`src/rtl/mmio_uart_pkg.sv`:
```
// Shared definitions for the memory-mapped UART transmitter: register map,
// STATUS bit positions, transmitter state encoding and a baud helper.
package mmio_uart_pkg;

    // Register offsets selected by addr[2:1]
    localparam logic [1:0] RegTxData = 2'd0;
    localparam logic [1:0] RegStatus = 2'd1;
    localparam logic [1:0] RegBaud   = 2'd2;
    localparam logic [1:0] RegRsvd   = 2'd3;

    // STATUS register bit positions
    localparam int unsigned StFullBit  = 0;
    localparam int unsigned StEmptyBit = 1;
    localparam int unsigned StBusyBit  = 2;
    localparam int unsigned StOvfBit   = 3;

    typedef enum logic [1:0] {
        IDLE  = 2'd0,
        START = 2'd1,
        DATA  = 2'd2,
        STOP  = 2'd3
    } tx_state_t;

    // A BAUD value of zero still yields one clock per bit
    function automatic logic [15:0] eff_period(input logic [15:0] baud);
        return (baud == 16'd0) ? 16'd1 : baud;
    endfunction

endpackage

```
`src/rtl/sync_fifo.sv`:
```
// Synchronous FIFO with wrap-around pointers carrying one extra bit to tell
// full from empty. Read data is the current head (no fall-through of writes).
module sync_fifo #(
    parameter int unsigned WIDTH = 8,
    parameter int unsigned DEPTH = 8
) (
    input  logic             clk,
    input  logic             rst,
    input  logic             push_i,
    input  logic             pop_i,
    input  logic [WIDTH-1:0] wdata_i,
    output logic [WIDTH-1:0] rdata_o,
    output logic             full_o,
    output logic             empty_o
);

    localparam int unsigned AW = $clog2(DEPTH);

    logic [AW:0]      wptr_q, rptr_q;
    logic [WIDTH-1:0] mem_q [DEPTH];
    logic             do_push, do_pop;

    assign empty_o = (wptr_q == rptr_q);
    assign full_o  = (wptr_q[AW] != rptr_q[AW]) && (wptr_q[AW-1:0] == rptr_q[AW-1:0]);
    assign rdata_o = mem_q[rptr_q[AW-1:0]];

    // A push while full is accepted only when a pop frees the slot this cycle
    assign do_pop  = pop_i & ~empty_o;
    assign do_push = push_i & (~full_o | do_pop);

    // Pointer update
    always_ff @(posedge clk or posedge rst) begin
        if (rst) begin
            wptr_q <= '0;
            rptr_q <= '0;
        end else begin
            if (do_push) wptr_q <= wptr_q + 1'b1;
            if (do_pop)  rptr_q <= rptr_q + 1'b1;
        end
    end

    // Storage array, contents need no reset
    always_ff @(posedge clk) begin
        if (do_push) mem_q[wptr_q[AW-1:0]] <= wdata_i;
    end

endmodule

```
`src/rtl/mmio_uart_tx.sv`:
```
// Memory-mapped 8N1 UART transmitter on the CPU data bus. Holds the bus
// decode, register file, TX FIFO instance and the serialising FSM.
module mmio_uart_tx
    import mmio_uart_pkg::*;
#(
    parameter int unsigned ADDR_WIDTH = 13,
    parameter int unsigned FIFO_DEPTH = 8,
    parameter logic [15:0] BAUD_RST   = 16'd16
) (
    input  logic                  clk,
    input  logic                  rst,
    input  logic [ADDR_WIDTH-1:0] addr,
    input  logic                  en,
    input  logic                  rd_en,
    input  logic [1:0]            wr_en,
    input  logic [15:0]           din,
    output logic [15:0]           dout,
    output logic                  o_txd,
    output logic                  o_irq
);

    logic [1:0]  reg_sel;
    logic        rd_req, rd_status, push_req, baud_wr, ovf_set;
    logic        fifo_full, fifo_empty, fsm_pop, bit_end;
    logic [7:0]  fifo_rdata;
    logic [15:0] status, rdata;

    logic [15:0] dout_q, baud_q;
    logic        ovf_q, irq_q, txd_q;
    tx_state_t   state_q;
    logic [7:0]  shift_q;
    logic [2:0]  bit_cnt_q;
    logic [15:0] baud_cnt_q, period_q;

    logic unused_addr;
    assign unused_addr = ^{addr[ADDR_WIDTH-1:3], addr[0]};

    assign reg_sel   = addr[2:1];
    assign rd_req    = en & rd_en;
    assign rd_status = rd_req & (reg_sel == RegStatus);
    assign push_req  = en & wr_en[0] & (reg_sel == RegTxData);
    assign baud_wr   = en & (|wr_en) & (reg_sel == RegBaud);
    // Dropped byte: full and nothing leaves the FIFO this cycle
    assign ovf_set   = push_req & fifo_full & ~fsm_pop;

    assign bit_end = (baud_cnt_q == period_q - 16'd1);
    assign fsm_pop = ~fifo_empty & ((state_q == IDLE) | ((state_q == STOP) & bit_end));

    sync_fifo #(
        .WIDTH (8),
        .DEPTH (FIFO_DEPTH)
    ) u_fifo (
        .clk     (clk),
        .rst     (rst),
        .push_i  (push_req),
        .pop_i   (fsm_pop),
        .wdata_i (din[7:0]),
        .rdata_o (fifo_rdata),
        .full_o  (fifo_full),
        .empty_o (fifo_empty)
    );

    // Read mux over current register contents
    always_comb begin
        status             = '0;
        status[StFullBit]  = fifo_full;
        status[StEmptyBit] = fifo_empty;
        status[StBusyBit]  = (state_q != IDLE);
        status[StOvfBit]   = ovf_q;
        rdata              = '0;
        case (reg_sel)
            RegStatus: rdata = status;
            RegBaud:   rdata = baud_q;
            default:   rdata = '0;
        endcase
    end

    // Bus-side registers: read data, BAUD, sticky overflow, interrupt level
    always_ff @(posedge clk or posedge rst) begin
        if (rst) begin
            dout_q <= '0;
            baud_q <= BAUD_RST;
            ovf_q  <= 1'b0;
            irq_q  <= 1'b1;
        end else begin
            if (rd_req) dout_q <= rdata;
            if (baud_wr && wr_en[0]) baud_q[7:0]  <= din[7:0];
            if (baud_wr && wr_en[1]) baud_q[15:8] <= din[15:8];
            ovf_q <= ovf_set | (ovf_q & ~rd_status);
            irq_q <= fifo_empty & (state_q == IDLE);
        end
    end

    // TX FSM; the bit period is sampled at every bit boundary
    always_ff @(posedge clk or posedge rst) begin
        if (rst) begin
            state_q    <= IDLE;
            shift_q    <= '0;
            bit_cnt_q  <= '0;
            baud_cnt_q <= '0;
            period_q   <= eff_period(BAUD_RST);
            txd_q      <= 1'b1;
        end else begin
            case (state_q)
                IDLE: begin
                    if (fsm_pop) begin
                        state_q    <= START;
                        shift_q    <= fifo_rdata;
                        baud_cnt_q <= '0;
                        period_q   <= eff_period(baud_q);
                        txd_q      <= 1'b0;
                    end
                end
                START: begin
                    if (bit_end) begin
                        state_q    <= DATA;
                        txd_q      <= shift_q[0];
                        shift_q    <= shift_q >> 1;
                        bit_cnt_q  <= '0;
                        baud_cnt_q <= '0;
                        period_q   <= eff_period(baud_q);
                    end else begin
                        baud_cnt_q <= baud_cnt_q + 16'd1;
                    end
                end
                DATA: begin
                    if (bit_end) begin
                        baud_cnt_q <= '0;
                        period_q   <= eff_period(baud_q);
                        if (bit_cnt_q == 3'd7) begin
                            state_q <= STOP;
                            txd_q   <= 1'b1;
                        end else begin
                            txd_q     <= shift_q[0];
                            shift_q   <= shift_q >> 1;
                            bit_cnt_q <= bit_cnt_q + 3'd1;
                        end
                    end else begin
                        baud_cnt_q <= baud_cnt_q + 16'd1;
                    end
                end
                STOP: begin
                    if (bit_end) begin
                        baud_cnt_q <= '0;
                        if (fsm_pop) begin
                            // Back-to-back frame: start bit follows stop bit directly
                            state_q  <= START;
                            shift_q  <= fifo_rdata;
                            period_q <= eff_period(baud_q);
                            txd_q    <= 1'b0;
                        end else begin
                            state_q <= IDLE;
                        end
                    end else begin
                        baud_cnt_q <= baud_cnt_q + 16'd1;
                    end
                end
                default: state_q <= IDLE;
            endcase
        end
    end

    assign dout  = dout_q;
    assign o_txd = txd_q;
    assign o_irq = irq_q;

endmodule
```
`config.mk`:
```
export PLATFORM = sky130hd
export DESIGN_NAME = mmio_uart_tx
export DESIGN_NICKNAME = d
export VERILOG_FILES = /design/src/rtl/mmio_uart_pkg.sv /design/src/rtl/sync_fifo.sv /design/src/rtl/mmio_uart_tx.sv
export SDC_FILE = /design/constraint.sdc
export NUM_CORES = 1
export LEC_CHECK = 0
export ABC_CLOCK_PERIOD_IN_PS = 5700
export CAP_MARGIN = 30
export CORE_MARGIN = 5
export CORE_UTILIZATION = 54
export CTS_CLUSTER_DIAMETER = 150
export CTS_CLUSTER_SIZE = 16
export DETAILED_ROUTE_END_ITERATION = 7
export HOLD_SLACK_MARGIN = 0.08
export PLACE_DENSITY = 0.74
export SLEW_MARGIN = 20
export SYNTH_ARGS = -nofsm -noshare
export SYNTH_HDL_FRONTEND = slang
export SYNTH_SLANG_ARGS = --single-unit
```
`constraint.sdc`:
```
create_clock -name clk -period 5.7 [get_ports clk]
set_input_delay 0.57 -clock clk [delete_from_list [all_inputs] [get_ports clk]]
set_output_delay 0.57 -clock clk [all_outputs]
set_load 0.005 [all_outputs]
```
==> results.tsv <==
metric	value	unit
max-slew violation count	0	
Min-Delay Path Depth	2	
launching point of the worst reg2reg path	period_q[0]	
post-DP HPWL	9.98	mm
core region area	0.0131	mm2
wirelength, routed	14.6	mm
post-synthesis instance area	0.00716	mm2
number of hold violations in the final report	0	
Synth-to-Final Area Change	15.9	%
leakage power of the design	3.21	nW
detail-routed via count per cell	5.76	
area share of and/or/nand/nor cells after synthesis	12.9	%
clock tree from TritonCTS	built	
cell count after synthesis	566	
number of synthesis warnings	0	
worst-case hold path end point	dout[12]	
clock latency on the worst-skew pair	0.42	ns
number of enable flip-flop cells after synthesis	64	
commonest non-fill, non-tap cell in the layout	sky130_fd_sc_hd__dfrtp_1	
required time reported for the critical path endpoint	5.75	ns
final sum of negative setup slack	0	ns
final setup violating endpoints	0	
total of hold buffers inserted after clock tree synthesis	0	
mux contribution to synthesized area	13.2	%
largest voltage drop on the vdd net	0.277	mV
unrepaired setup endpoints after global routing	false	
number of nets in the final layout	657	
total of flip-flops plus latches after synthesis	152	
number of instances resized during post-cts repair	0	
xor-xnor portion of the synthesized cell area	4.04	%
initial standard-cell utilization of the core	54.5	%
total clock sinks	152	
type of the worst min-delay path	reg2reg	
dominant combinational cell family by area after synthesis	multiplexers	
fraction of final layout cells sized beyond drive strength 1	18.7	%
number of global-route vias before repair	4690	
adder-cell share of the synthesized area	2.45	%
share of the cycle needed by the critical path after routing	76.9	%
total power consumption of the routed design	3.90	mW
top-level I/O count	53	
via total after detailed routing	4587	
Rel. slew slack	39.5	%
most frequent cells in the layout	84 x sky130_fd_sc_hd__dfrtp_1, 64 x sky130_fd_sc_hd__edfxtp_1, 53 x sky130_fd_sc_hd__nand2_1, 41 x sky130_fd_sc_hd__mux2_2, 41 x sky130_fd_sc_hd__clkdlybuf4s50_1	
cts bufs inserted	17	
number of different library cells in the post-synthesis netlist	67	
x dimension of the die	125	um
global-route wire length before repair	24.4	mm
type of the worst setup path	reg2reg	
sequential fraction of the synthesis area	57.7	%
Period minus WS final	4.39	ns
endpoint kind of the worst setup timing path	flip-flop	
area of the die	0.0157	mm2
# diodes	0	
number of nets with antenna violations after routing	0	
Overall Global Routing Usage	19.8	%
flop-to-flop setup slack	1.31	ns
result of the run	complete, no violations	
height of the chip	125	um
CTS HTree Levels	4	
Mapped Nets	615	
crit path launch	period_q[0]	
Synth async-reset ratio	57.9	%
PD cells	470	mW/mm2
DRC violation count after routing	0	
number of buffers on the longest clock path	2	
Fill cells	1010	
clock-pin slew of the registers on the worst-case setup and hold paths	0.06	ns
Max-cap violations	0	
Root Buffer Master	sky130_fd_sc_hd__clkbuf_16	
initial antenna violation count	0	
DRC marker count from the first detailed-route iteration	263	
total iterations of the first detailed-routing run	6	
Remaining Overflow, GRT	0	
total of buffers placed on input and output ports	41	
Worst R2R Path Depth	10	
pin count of the biggest net entering global routing	58	
Synth Area in Compound Gates	7.16	%
# Post-CTS Setup Buffers	0	
Slew @ Worst Pin	0.902	ns
area post-placement	0.00774	mm2
Sequential Area	0.00413	mm2
source of the worst hold timing path	dout[12]	
RD Place Congestion	0.803	
worst-path fanout max	9	
average instance area after synthesis	12.7	um2
combined area of the multi-input logic cells	0.00286	mm2
most frequently used flop master after synthesis	sky130_fd_sc_hd__dfrtp_1	
Max Fclk	228	MHz
maximum clock skew at final layout	0.00781	ns
arrival time of data at the critical path endpoint	4.43	ns
cell area after layout	0.00830	mm2
reg-to-reg endpoint	u_fifo.mem_q[5][2]	
Std-Cell Rows	42	
type of element launching the critical path	flip-flop	
mean routed wirelength per cell	18.3	um
==> registers in the layout, summed over array words and instances (netlist names) <==
signal and flops:
u_fifo.mem_q 64, baud_cnt_q 16, baud_q 16, dout 16, period_q 16, shift_q 8
u_fifo.rptr_q 4, u_fifo.wptr_q 4, bit_cnt_q 3, state_q 2, o_irq 1, o_txd 1
ovf_q 1
==> critical path: stages, from the launching register on <==
cell and delay [ns]:
sky130_fd_sc_hd__dfrtp_1 0.43, sky130_fd_sc_hd__inv_1 0.10, sky130_fd_sc_hd__ha_1 0.24, sky130_fd_sc_hd__or3b_2 0.54, sky130_fd_sc_hd__nor3_2 0.25, sky130_fd_sc_hd__mux2_2 0.38
sky130_fd_sc_hd__o21ai_0 0.08, sky130_fd_sc_hd__o221ai_1 0.34, sky130_fd_sc_hd__o311a_1 0.50, sky130_fd_sc_hd__or2_1 0.39, sky130_fd_sc_hd__nor2_1 0.75
==> worst max path at each step <==
| stage | slack (ns) | cells after the start | end |
|---|---|---|---|
| 2_1_floorplan | 1.66 | 11 | u_fifo.mem_q[0][0] |
| 3_3_place_gp | 1.24 | 10 | u_fifo.mem_q[2][2] |
| 3_5_place_dp | 1.29 | 10 | u_fifo.mem_q[5][2] |
| 4_1_cts | 1.26 | 10 | u_fifo.mem_q[5][2] |
| 5_1_grt | 1.04 | 10 | u_fifo.mem_q[5][2] |
| 6_report | 1.31 | 10 | u_fifo.mem_q[5][2] |
==> cells in the mapped netlist, drive strengths merged, types with 2 or more instances <==
| cell type | number | share of area [%] |
|---|---|---|
| dfrtp | 84 | 29 |
| edfxtp | 64 | 27 |
| nand2 | 53 | 2.8 |
| mux2 | 42 | 6.7 |
| o21ai | 38 | 2.7 |
| nor2 | 31 | 1.6 |
| nand3 | 19 | 1.3 |
| xnor2 | 19 | 2.3 |
| clkbuf | 17 | 0.89 |
| inv | 17 | 0.89 |
| nor3 | 17 | 1.3 |
| mux4 | 16 | 5.0 |
| ha | 14 | 2.4 |
| xor2 | 14 | 1.7 |
| mux2i | 11 | 1.5 |
| buf | 9 | 0.75 |
| nor4 | 8 | 0.70 |
| a21oi | 6 | 0.47 |
| nand3b | 6 | 0.63 |
| nor2b | 6 | 0.52 |
| nor4b | 6 | 1.0 |
| or3 | 5 | 0.47 |
| a22o | 4 | 0.49 |
| a22oi | 4 | 0.42 |
| and3 | 4 | 0.35 |
| dfstp | 4 | 1.5 |
| or2 | 4 | 0.35 |
| a211oi | 3 | 0.31 |
| a21o | 3 | 0.31 |
| a31oi | 3 | 0.26 |
| nand4 | 3 | 0.26 |
| nor3b | 3 | 0.31 |
| a2111oi | 2 | 0.24 |
| a41oi | 2 | 0.35 |
| nand4b | 2 | 0.24 |
| o211ai | 2 | 0.21 |
| o31ai | 2 | 0.21 |
| or4 | 2 | 0.26 |
==> per-layer routing <==
layer | wire length [um] | track usage (%)
met4 | 249 | 6.63
met3 | 542 | 4.52
met2 | 6910 | 30.9
met1 | 6850 | 27.6
met5 | 0 | 0
==> power breakdown <==
group | internal [mW] | total, mW | switching, mW
combinational | 0.623 | 1.22 | 0.601
sequential | 1.33 | 1.62 | 0.281
clock | 0.578 | 1.06 | 0.484
total | 2.54 | 3.90 | 1.37
==> cell families after synthesis <==
logic type,after synthesis
compound gates,79
simple gates,176
buf+inv,43
xor+xnor,33
flops,152
fa+ha+maj,14
mux,69
==> stage by stage <==
| step | std cells | utilization, % | hold slack [ns] | setup slack (ns) |
|---|---|---|---|---|
| after global placement | 763 | 58.8 | 0.466 | 1.24 |
| after CTS | 797 | 63.2 | 0.489 | 1.26 |
| after global routing | 797 | 63.2 | 0.515 | 1.04 |
| final | 797 | 63.2 | 0.485 | 1.31 |
| after detailed placement | 765 | 58.9 | 0.474 | 1.29 |
| after floorplan | 566 | - | 0.462 | 1.66 |
==> cell type report <==
class | count | share of cell area, %
Sequential cell | 152 | 49.8
Clock buffer | 18 | 5.17
Timing Repair Buffer | 49 | 5.64
Tap cell | 176 | 2.65
Inverter | 17 | 0.784
Multi-Input combinational cell | 371 | 34.4
Clock inverter | 14 | 1.57
Note: power is estimated with default switching activity, not from simulation.
